===== config.mk =====
export PLATFORM = sky130hd
export DESIGN_NAME = register_file_2r1w_flat
export DESIGN_NICKNAME = d
export VERILOG_FILES = /design/src/rtl/register_file_2r1w_pkg.sv /design/src/rtl/register_file_2r1w_if.sv /design/src/rtl/register_file_2r1w_clear_seq.sv /design/src/rtl/register_file_2r1w.sv /design/src/flat_wrapper.sv
export SDC_FILE = /design/constraint.sdc
export NUM_CORES = 1
export LEC_CHECK = 0
export ABC_AREA = 1
export CORE_AREA = 2 2 119 63
export CTS_BUF_LIST = sky130_fd_sc_hd__clkbuf_16
export DETAILED_ROUTE_END_ITERATION = 10
export DIE_AREA = 0 0 121 65
export PLACE_DENSITY = 0.95
export SLEW_MARGIN = 20
export SYNTH_ARGS = -nofsm -noshare
export SYNTH_HDL_FRONTEND = slang
export SYNTH_SLANG_ARGS = --single-unit

===== constraint.sdc =====
create_clock -name clk_i -period 2 [get_ports clk_i]
set_clock_uncertainty 0.2 [all_clocks]
set_input_delay 0.3 -clock clk_i [delete_from_list [all_inputs] [get_ports clk_i]]
set_output_delay 0.3 -clock clk_i [all_outputs]
set_load 0.01 [all_outputs]

===== src/rtl/register_file_2r1w_pkg.sv =====
// Shared types and default geometry for the two-read/one-write register file.
package register_file_pkg;

    localparam int DEF_WIDTH = 8;
    localparam int DEF_DEPTH = 8;

    typedef enum logic [0:0] {
        ST_IDLE  = 1'b0,
        ST_CLEAR = 1'b1
    } clr_state_e;

endpackage


===== src/rtl/register_file_2r1w_if.sv =====
// Bus bundle for register_file_2r1w: write port, two read ports, clear/busy.
interface register_file_2r1w_if #(
    parameter int WIDTH = 8,
    parameter int DEPTH = 8
);
    localparam int AW = $clog2(DEPTH);

    logic             we;
    logic [AW-1:0]    waddr;
    logic [WIDTH-1:0] din;
    logic [AW-1:0]    raddr_a;
    logic [AW-1:0]    raddr_b;
    logic             clear;
    logic [WIDTH-1:0] dout_a;
    logic [WIDTH-1:0] dout_b;
    logic             busy;

    modport master (
        output we, waddr, din, raddr_a, raddr_b, clear,
        input  dout_a, dout_b, busy
    );

    modport slave (
        input  we, waddr, din, raddr_a, raddr_b, clear,
        output dout_a, dout_b, busy
    );
endinterface


===== src/rtl/register_file_2r1w_clear_seq.sv =====
// Sequential clear engine: walks a pointer over every entry, one per cycle, while busy.
module reg_clear_seq
    import register_file_pkg::*;
#(
    parameter int DEPTH = DEF_DEPTH,
    parameter int AW    = $clog2(DEPTH)
) (
    input  logic          clk_i,
    input  logic          rst_ni,
    input  logic          clear_i,
    output logic          busy_o,
    output logic          clr_en_o,
    output logic [AW-1:0] clr_addr_o
);

    localparam logic [AW-1:0] LAST_ADDR = AW'(DEPTH - 1);

    clr_state_e    state_q;
    logic [AW-1:0] ptr_q;
    logic          busy_q;

    // Clear FSM: a clear request while already clearing is ignored.
    always_ff @(posedge clk_i or negedge rst_ni) begin
        if (!rst_ni) begin
            state_q <= ST_IDLE;
            ptr_q   <= '0;
            busy_q  <= 1'b0;
        end else begin
            case (state_q)
                ST_IDLE: begin
                    if (clear_i) begin
                        state_q <= ST_CLEAR;
                        busy_q  <= 1'b1;
                    end else begin
                        state_q <= ST_IDLE;
                        busy_q  <= 1'b0;
                    end
                    ptr_q <= '0;
                end
                ST_CLEAR: begin
                    if (ptr_q == LAST_ADDR) begin
                        state_q <= ST_IDLE;
                        busy_q  <= 1'b0;
                        ptr_q   <= '0;
                    end else begin
                        state_q <= ST_CLEAR;
                        busy_q  <= 1'b1;
                        ptr_q   <= ptr_q + AW'(1);
                    end
                end
                default: begin
                    state_q <= ST_IDLE;
                    busy_q  <= 1'b0;
                    ptr_q   <= '0;
                end
            endcase
        end
    end

    assign busy_o     = busy_q;
    assign clr_en_o   = busy_q;
    assign clr_addr_o = ptr_q;

endmodule


===== src/rtl/register_file_2r1w.sv =====
// DEPTH x WIDTH register file: one gated synchronous write port, two combinational
// read ports with optional same-cycle bypass and optional hardwired-zero entry 0.
module register_file_2r1w
    import register_file_pkg::*;
#(
    parameter int WIDTH    = DEF_WIDTH,
    parameter int DEPTH    = DEF_DEPTH,
    parameter int BYPASS   = 1,
    parameter int ZERO_REG = 0
) (
    input logic                 clk_i,
    input logic                 rst_ni,
    register_file_2r1w_if.slave bus
);

    localparam int            AW      = $clog2(DEPTH);
    localparam logic [AW:0]   DEPTH_L = (AW + 1)'(DEPTH);
    localparam logic          ZR_EN   = (ZERO_REG != 0);
    localparam logic          BYP_EN  = (BYPASS != 0);

    logic [WIDTH-1:0] mem_q [DEPTH];
    logic             busy_s;
    logic             clr_en_s;
    logic [AW-1:0]    clr_addr_s;
    logic             wr_ok_s;
    logic             rd_ok_a_s;
    logic             rd_ok_b_s;
    logic [WIDTH-1:0] dout_a_s;
    logic [WIDTH-1:0] dout_b_s;

    reg_clear_seq #(
        .DEPTH (DEPTH),
        .AW    (AW)
    ) u_clear_seq (
        .clk_i      (clk_i),
        .rst_ni     (rst_ni),
        .clear_i    (bus.clear),
        .busy_o     (busy_s),
        .clr_en_o   (clr_en_s),
        .clr_addr_o (clr_addr_s)
    );

    // A clear request on the same edge beats the write, so it is neither stored nor bypassed.
    assign wr_ok_s   = bus.we && !busy_s && !bus.clear
                    && ({1'b0, bus.waddr} < DEPTH_L)
                    && !(ZR_EN && (bus.waddr == '0));
    assign rd_ok_a_s = ({1'b0, bus.raddr_a} < DEPTH_L) && !(ZR_EN && (bus.raddr_a == '0));
    assign rd_ok_b_s = ({1'b0, bus.raddr_b} < DEPTH_L) && !(ZR_EN && (bus.raddr_b == '0));

    // Storage array; the clear engine and the write port are mutually exclusive via busy.
    always_ff @(posedge clk_i or negedge rst_ni) begin
        if (!rst_ni) begin
            for (int i = 0; i < DEPTH; i++) begin
                mem_q[i] <= '0;
            end
        end else if (clr_en_s) begin
            mem_q[clr_addr_s] <= '0;
        end else if (wr_ok_s) begin
            mem_q[bus.waddr] <= bus.din;
        end
    end

    // Read port A with optional forwarding of the accepted write.
    always_comb begin
        dout_a_s = '0;
        if (!rd_ok_a_s) begin
            dout_a_s = '0;
        end else if (BYP_EN && wr_ok_s && (bus.waddr == bus.raddr_a)) begin
            dout_a_s = bus.din;
        end else begin
            dout_a_s = mem_q[bus.raddr_a];
        end
    end

    // Read port B, identical to port A.
    always_comb begin
        dout_b_s = '0;
        if (!rd_ok_b_s) begin
            dout_b_s = '0;
        end else if (BYP_EN && wr_ok_s && (bus.waddr == bus.raddr_b)) begin
            dout_b_s = bus.din;
        end else begin
            dout_b_s = mem_q[bus.raddr_b];
        end
    end

    assign bus.dout_a = dout_a_s;
    assign bus.dout_b = dout_b_s;
    assign bus.busy   = busy_s;

endmodule


===== src/flat_wrapper.sv =====
// flat-port wrapper written by rule: the top's interface ports become plain ports
module register_file_2r1w_flat import register_file_pkg::*;
#(
    parameter int WIDTH    = DEF_WIDTH,
    parameter int DEPTH    = DEF_DEPTH,
    parameter int BYPASS   = 1,
    parameter int ZERO_REG = 0
)
  (clk_i, rst_ni, bus_we, bus_waddr, bus_din, bus_raddr_a, bus_raddr_b, bus_clear, bus_dout_a, bus_dout_b, bus_busy);
  register_file_2r1w_if #(.WIDTH(WIDTH), .DEPTH(DEPTH)) bus_i ();
  input logic clk_i;
  input logic rst_ni;
  input wire logic [$bits(bus_i.we)-1:0] bus_we;
  input wire logic [$bits(bus_i.waddr)-1:0] bus_waddr;
  input wire logic [$bits(bus_i.din)-1:0] bus_din;
  input wire logic [$bits(bus_i.raddr_a)-1:0] bus_raddr_a;
  input wire logic [$bits(bus_i.raddr_b)-1:0] bus_raddr_b;
  input wire logic [$bits(bus_i.clear)-1:0] bus_clear;
  output wire logic [$bits(bus_i.dout_a)-1:0] bus_dout_a;
  output wire logic [$bits(bus_i.dout_b)-1:0] bus_dout_b;
  output wire logic [$bits(bus_i.busy)-1:0] bus_busy;
  assign bus_i.we = bus_we;
  assign bus_i.waddr = bus_waddr;
  assign bus_i.din = bus_din;
  assign bus_i.raddr_a = bus_raddr_a;
  assign bus_i.raddr_b = bus_raddr_b;
  assign bus_i.clear = bus_clear;
  assign bus_dout_a = bus_i.dout_a;
  assign bus_dout_b = bus_i.dout_b;
  assign bus_busy = bus_i.busy;
  register_file_2r1w #(.WIDTH(WIDTH), .DEPTH(DEPTH), .BYPASS(BYPASS), .ZERO_REG(ZERO_REG)) u_core (.clk_i(clk_i), .rst_ni(rst_ni), .bus(bus_i));
endmodule

# == Word level (Yosys, flattened, before mapping) ==
# Index checks and enable logic that the tools add are counted.
# totals
input_bits,21
wordCells,56
ff_bits,68
# op_classes
n_bitwise,7
n_lt_le_gt_ge,6
add_sub_neg,1
eq_ne,3
n_reduce_logical,9
mux,20
# op_table
op,count
$mux 64,2
$and 64x64->64,1
$bwmux 64,1
$mux 8,8
$not 64->64,1
$bmux 8 s3,2
$demux 8 s3,2
$ge 4x4->1 const B,4
$not 3->4,4
$lt 4x1->1 const B,2
$eq 3x3->1,2
$logic_and 1x1->1,6
$pmux 3 s2,1
$add 3x1->3 const B,1
$eq 3x3->1 const B,1
$mux 3,1
$logic_not 1->1,2
$mux 1,2
$pmux 1 s2,1
$reduce_bool 2->1,1
$not 1->1,1

# == Logic depth before layout (Yosys ltp) ==
# Gate-level depths: netlist of the first run.
# depth
depth_word,8
mapped_depth,9
depth_no_buf,8

# == Hierarchy ==
# Synthesis of the first run repeated with hierarchy kept, for this count alone.
# hier_totals
hier_cells,872
area_unflattened_um2,5400.2
# by_module_without_submodules
mod,area_each_um2,n_inst,cells_per_inst
register_file_2r1w,5225.0,1,855
reg_clear_seq,175.2,1,17

# == Worst setup path after synthesis of the first run ==
# OpenSTA, ideal clock, no wires.
# synth_timing
path_type,flip-flop to output port
from,"reg u_core.u_clear_seq.busy_q, in the netlist u_core.u_clear_seq.busy_o"
to,out bus_dout_a[0]
path_stages_with_launch,8
arrival_ns,1.137
t_required_ns,1.500
path_slack_ns,0.363
cell_sequence,dfrtp_1 inv_1 nand3_1 nor2_1 nand2_4 clkinv_4 nand2_1 nand2_1
# synth_via
elab_chain_cells,5
# synth_lines
element,line_no,source
from (decl),register_file_2r1w_clear_seq.sv:20,logic busy_q;
from (signal assigned),register_file_2r1w_clear_seq.sv:27,busy_q <= 1'b0;
from (signal assigned),register_file_2r1w_clear_seq.sv:33,busy_q <= 1'b1;
from (signal assigned),register_file_2r1w_clear_seq.sv:36,busy_q <= 1'b0;
$logic_not 1->1,register_file_2r1w.sv:44,assign wr_ok_s = bus.we && !busy_s && !bus.clear
$logic_and 1x1->1 (2 in series),register_file_2r1w.sv:44,
$logic_and 1x1->1,register_file_2r1w.sv:68,end else if (BYP_EN && wr_ok_s && (bus.waddr == bus.raddr_a)) begin
$mux 8,register_file_2r1w.sv:68,
to (decl),flat_wrapper.sv:19,output wire logic [$bits(bus_i.dout_a)-1:0] bus_dout_a;
# No other way between the ends.

# == Worst setup path after layout of the first run ==
# layout_timing
from,"reg u_core.u_clear_seq.busy_q, in the netlist u_core.u_clear_seq.busy_o"
to,out bus_dout_a[1]
# The elaborated chain is that of the path after synthesis.

==> impl_metrics.ini, run 1 <==
[run_status]
status = finished with violations
violations = setup timing

[logic_synthesis]
ys_warn_count = 0
syn_area_um2 = 4160
avgSynthCellArea_um2 = 7.02
synth_flop_cell = dfrtp_1
syn-instance-count = 593
yosys.area.top_type_share_pct = 40.9
syn_nets = 616
synthArstFlopShare_pct = 100
yosys-top-cells-area = dfrtp_1 41%, nand2_1 17%, nand3_1 13%
synth_edf_count = 0
ys_seq_area_share_pct = 40.9
synth-seq-cells = 68
ys_types = 18
yosys.area.top_type = dfrtp_1

[layout]
num_antenna_cells = 0
final_cells = 779
n_fill_cell = 489
finalNetCount = 701
syn2layout_area_growth_pct = 31.6
drive_gt1_share_pct = 21.4

[global_route]
grt_pass1_wl_um = 25100
grt_pass1_vias = 4878
grt-ovfl-total = 0
grt_usage_pct = 43.1
grt_max_degree = 36
grt_antenna_before_repair = 0

[detailed_routing]
ant_nets = 0
first_pass_iters = 7
num_vias = 4912
wl_per_cell_um = 20.6
viasPerCell = 6.31
drt_iter0_drc = 779
finalWirelength_um = 16000
route.detailed.drc = 0

[die]
ios = 38
dieHeight_um = 65
rows = 22
core_area_um2 = 6960
die_area_um2 = 7870
chipWidth_um = 121
initial_core_util_pct = 59.8

[power_and_ir_drop]
p_leak_uw = 0.00297
ir_drop_v = 0.000553
powerDensity_nw_per_um2 = 965

[clock_network]
root_buffer = clkbuf_16
ctsLongestPathBuffers = 2
cts_buffers = 9
clkSinkCount = 68
cts_tree = done
cts_max_level = 3
insertion_delay_ns = 0.34
clk_pin_slew_ns = 0.06

[placed_design]
io_buffer_count = 37
dp.cells = 755
gp_congestion = 0.988
dp_hpwl_um = 10500

[sta]
fin_crit_sh_pct = 106
final_hold_viol_count = 0
max_freq_mhz = 473
maxSlewHeadroom_pct = 68.2
rsz0062_at_grt = true
fin_crit_ns = 2.11
hold_ws_ns = 0.0870
setup_ws_ns = -0.113
tightest_slew_ns = 0.477
setup_violations = 16
slew_violations = 0

[setup_path]
critPathKind = reg2out
worstPathArrival_ns = 1.61
critPathMaxFanout = 8
start_kind = flip-flop
end_kind = output pin
required_ns = 1.50

[worst_hold_path]
hold_class = in2reg

[flow_run]
max_cap_violations = 0
==> final cells by class <==
class	count	area (um2)	share of cell area, %
Multi-Input combinational cell	412	2070	37.8
Timing Repair Buffer	95	921	16.8
Clock buffer	9	225	4.11
Clock inverter	7	66.3	1.21
Sequential cell	68	1700	31.1
Inverter	92	370	6.76
Tap cell	96	120	2.19
==> routing by layer <==
layer / GRT usage, % / vias to the layer above / share of wire, %
met5: 0 / - / 0
met4: 22.5 / 0 / 4.7
met3: 14.8 / 101 / 16
met2: 62.9 / 472 / 42
met1: 56.7 / 2235 / 38
li1: - / 2104 / -
==> metrics by stage <==
step           TNS [ns]  util, %  setup slack [ns]  power, uW  cell area, um2
2_1_floorplan         0        -             0.363       2910            4160
3_3_place_gp      -9.98     72.5            -0.716       3540            5050
3_5_place_dp     -10.62     72.5            -0.721       3600            5050
4_1_cts          -0.520     77.8           -0.0668       5150            5420
5_1_grt           -2.13     78.7            -0.157       5500            5480
6_report          -1.31     78.7            -0.113       5290            5480
==> sequential cells by signal (all words and copies together) (netlist names) <==
register / count
u_core.u_clear_seq.clr_addr_o: 3
u_core.mem_q: 64
u_core.u_clear_seq.busy_o: 1
==> placed cells by master, fill, tap and decap left out, types with 12 or more instances in the layout <==
master   Yosys  final
nand2_1    193    183
buf_6        2     12
nand2_2     10     19
o22ai_1     64     64
buf_4        3     37
dfrtp_1     68     68
buf_2       17     13
inv_1       82     80
nor2_1      16     14
buf_12       0     12
nand3_1    112    105
nand2_4     10     12
==> logic make-up (layout without fill, tap and decap cells) <==
| logic type | count (synthesis) | count (layout) | share of synthesized area (%) |
|---|---|---|---|
| buffers and inverters | 114 | 203 | 11.8 |
| flip-flops | 68 | 68 | 40.9 |
| adder cells (fa/ha/maj) | 2 | 2 | 0.601 |
| AO/OA/AOI/OAI | 65 | 65 | 9.74 |
| AND/OR/NAND/NOR | 344 | 345 | 37.0 |
==> worst max-delay path, cell delays in order (launching register included) <==
cell      delay [ns]
dfrtp_1         0.38
inv_2           0.08
nand3_4         0.10
nor2_4          0.15
nand2_4         0.10
buf_6           0.14
clkinv_8        0.08
nand2_1         0.05
nand2_1         0.07
buf_2           0.13
==> synthesized netlist by cell type (2+ instances only) <==
master and instances:
inv_1 82, clkinv_4 2, nand2_2 10, nand3_1 112
nand2_1 193, nor2_2 2, inv_4 2, inv_2 6
buf_6 2, buf_4 3, nand2_4 10, dfrtp_1 68
nor2_1 16, o22ai_1 64, ha_1 2, buf_2 17
==> where the power goes <==
group / internal (uW) / switching, uW / leakage (uW)
combinational: 658 / 1230 / 0.00189
sequential: 1680 / 134 / 0.000931
clock: 960 / 622 / 0.000145
total: 3300 / 1990 / 0.00297
==> final timing paths <==
check	depth (start not counted)	start	end	slack (ns)
min in group asynchronous	2	rst_ni	u_core.mem_q[11]	0.25
max in group asynchronous	4	rst_ni	u_core.mem_q[14]	0.63
setup / recovery	9	u_core.u_clear_seq.busy_o	bus_dout_a[1]	-0.11
setup reg to reg	7	u_core.u_clear_seq.busy_o	u_core.mem_q[38]	0.28
hold / removal	3	bus_clear	u_core.u_clear_seq.busy_o	0.09
hold reg to reg	1	u_core.u_clear_seq.clr_addr_o[0]	u_core.u_clear_seq.clr_addr_o[0]	0.29
==> repair_timing <==
action / in CTS / in global routing
cloned: 1 / 0
gates resized for setup: 102 / 16
hold buffers: 1 / 0
setup buffers: 8 / 0
pin swaps: 13 / 12
hold endpoints to repair: 18 / 0
setup endpoints to repair: 16 / 16
(Power assumes the default switching activity.)
==> inputs of run 2 (changes only) <==
Settings changed: CORE_AREA 2 2 119 63 to 5 5 122 66, DIE_AREA 0 0 121 65 to 0 0 127 71.
==> run 2 against run 1 <==
Against the previous run:
- the run ends with DRC, setup timing left
- final area increased by 2.4%
- worst hold slack better by 0.21 ns
- combinational power is 8% higher
- power is 0.37% higher
- clock power shrank 11%
- setup slack got worse by 0.096 ns
- sequential power about the same
- register-to-register slack worse by 0.20 ns
- cell count up 0.90%
- largest cell class unchanged
- largest power group unchanged
- highest routed layer unchanged
==> impl_metrics.ini, run 2 (synthesis gave the netlist of run 1 again) <==
[run_status]
status = finished with violations
violations = DRC, setup timing

[clock_network]
root_buffer = clkbuf_16
insertion_delay_ns = 0.35
ctsLongestPathBuffers = 2
cts_max_level = 3
cts_buffers = 9
clkSinkCount = 68
clk_pin_slew_ns = 0.05
cts_tree = done

[power_and_ir_drop]
powerDensity_nw_per_um2 = 945
p_leak_uw = 0.00303
ir_drop_v = 0.000642
finalPower_uw = 5300

[layout]
top_register = u_core.mem_q
num_antenna_cells = 0
finalNetCount = 710
syn2layout_area_growth_pct = 34.8
drive_gt1_share_pct = 24.3
layout_common_cells = 169 x nand2_1, 101 x nand3_1, 82 x inv_1
largest_register_ffs = 64
final_common_cell = nand2_1

[sta]
rsz0062_at_grt = true
slew_violations = 0
setup_violations = 16
tns_ns = -1.90
fin_crit_ns = 2.21
final_hold_viol_count = 0
hold_ws_ns = 0.294
max_freq_mhz = 453
setup_ws_ns = -0.210
tightest_slew_ns = 0.439
fin_crit_sh_pct = 110
maxSlewHeadroom_pct = 70.6

[die]
core_area_um2 = 6990
initial_core_util_pct = 59.5
chipWidth_um = 127
die_area_um2 = 9020
ios = 38
dieHeight_um = 71
rows = 22

[placed_design]
dp_hpwl_um = 10500
gp_congestion = 1.05
io_buffer_count = 37

[detailed_routing]
wl_met3_um = 3370
drt_iter0_drc = 1287
viasPerCell = 6.77
first_pass_iters = 11
finalWirelength_um = 18000
dr_wl_met2_um = 7040
wl_met1_um = 5850
wl_per_cell_um = 22.9
top_layer_used = met4
num_vias = 5325
route.detailed.drc = 254
ant_nets = 0

[flow_run]
max_cap_violations = 0

[global_route]
grt_max_degree = 69
grt_pass1_vias = 5100
grt-ovfl-total = 0
grt_usage_pct = 38.9
grt_pass1_wl_um = 26800
grt_antenna_before_repair = 0

[setup_path]
end_kind = output pin
worstPathArrival_ns = 1.71
start_kind = primary input
critPathMaxFanout = 5
critPathKind = in2out
required_ns = 1.50

[worst_hold_path]
hold_class = reg2reg
run 2: cell count changes in the layout (fill, tap and decap cells not counted), moves of 2 or more:
cell / before / now
buf_12: 12 / 8
nand2_4: 12 / 20
clkinv_2: 4 / 1
buf_6: 12 / 16
inv_1: 80 / 82
buf_4: 37 / 51
nand3_1: 105 / 101
nand2_2: 19 / 24
nand2_1: 183 / 169
nand2_8: 0 / 2
nand3_2: 6 / 10
buf_2: 13 / 7
run 2: critical path, stage by stage:
cell           delay (ns)
dlygate4sd2_1        0.28
buf_6                0.17
buf_4                0.16
nand2_1              0.06
nand3_1              0.18
nand3_1              0.18
nand3_1              0.12
nand2_2              0.14
buf_6                0.11
run 2: per-layer routing:
layer | vias up | global-route usage, %
li1 | 2122 | -
met2 | 627 | 55.3
met1 | 2357 | 48.0
met4 | 0 | 22.5
met5 | - | 0
met3 | 219 | 19.4
run 2: stage by stage:
step | utilization [%] | instance area (um2) | setup slack, ns | std cells
2_1_floorplan | - | 4160 | 0.363 | 593
3_3_place_gp | 71.5 | 5000 | -0.656 | 755
3_5_place_dp | 71.5 | 5000 | -0.719 | 755
4_1_cts | 78.8 | 5510 | -0.106 | 785
5_1_grt | 80.3 | 5610 | -0.334 | 786
6_report | 80.3 | 5610 | -0.210 | 786
run 2: worst paths after layout:
check	startpoint	end	slack (ns)	cells past startpoint
worst max-delay path	bus_raddr_b[0]	bus_dout_b[7]	-0.21	9
worst min-delay path	u_core.u_clear_seq.clr_addr_o[0]	u_core.u_clear_seq.clr_addr_o[0]	0.29	1
worst max register to register	u_core.u_clear_seq.busy_o	u_core.mem_q[38]	0.08	8
worst min register to register	u_core.u_clear_seq.clr_addr_o[0]	u_core.u_clear_seq.clr_addr_o[0]	0.29	1
max in group asynchronous	rst_ni	u_core.mem_q[22]	0.99	3
min in group asynchronous	rst_ni	u_core.mem_q[57]	0.32	3
run 2: where the power goes:
group	switching, uW	total (uW)	internal [uW]	leakage (uW)
combinational	1350	2050	706	0.00197
clock	607	1410	808	0.000127
sequential	153	1840	1680	0.000931
run 2: area by class of cell:
class	instances	area [um2]
Tap cell	96	120
Fill cell	420	1380
Clock buffer	9	225
Clock inverter	5	23.8
Multi-Input combinational cell	413	2210
Sequential cell	68	1700
Inverter	92	375
Timing Repair Buffer	103	958
run 2: timing repair:
action | 4_1_cts | 5_1_grt
setup endpoints to repair | 16 | 16
gates resized for setup | 129 | 24
buffers inserted | 13 | 1
pin swaps | 18 | 12
cloned | 2 | 0
hold endpoints to repair | 68 | 0
hold buffers | 1 | 0
==> inputs of run 3 (changes only) <==
Settings changed: SLEW_MARGIN 20 to 0.
==> results of run 3 <==
No change in the layout: final DEF, timing and power equal those of run 2.
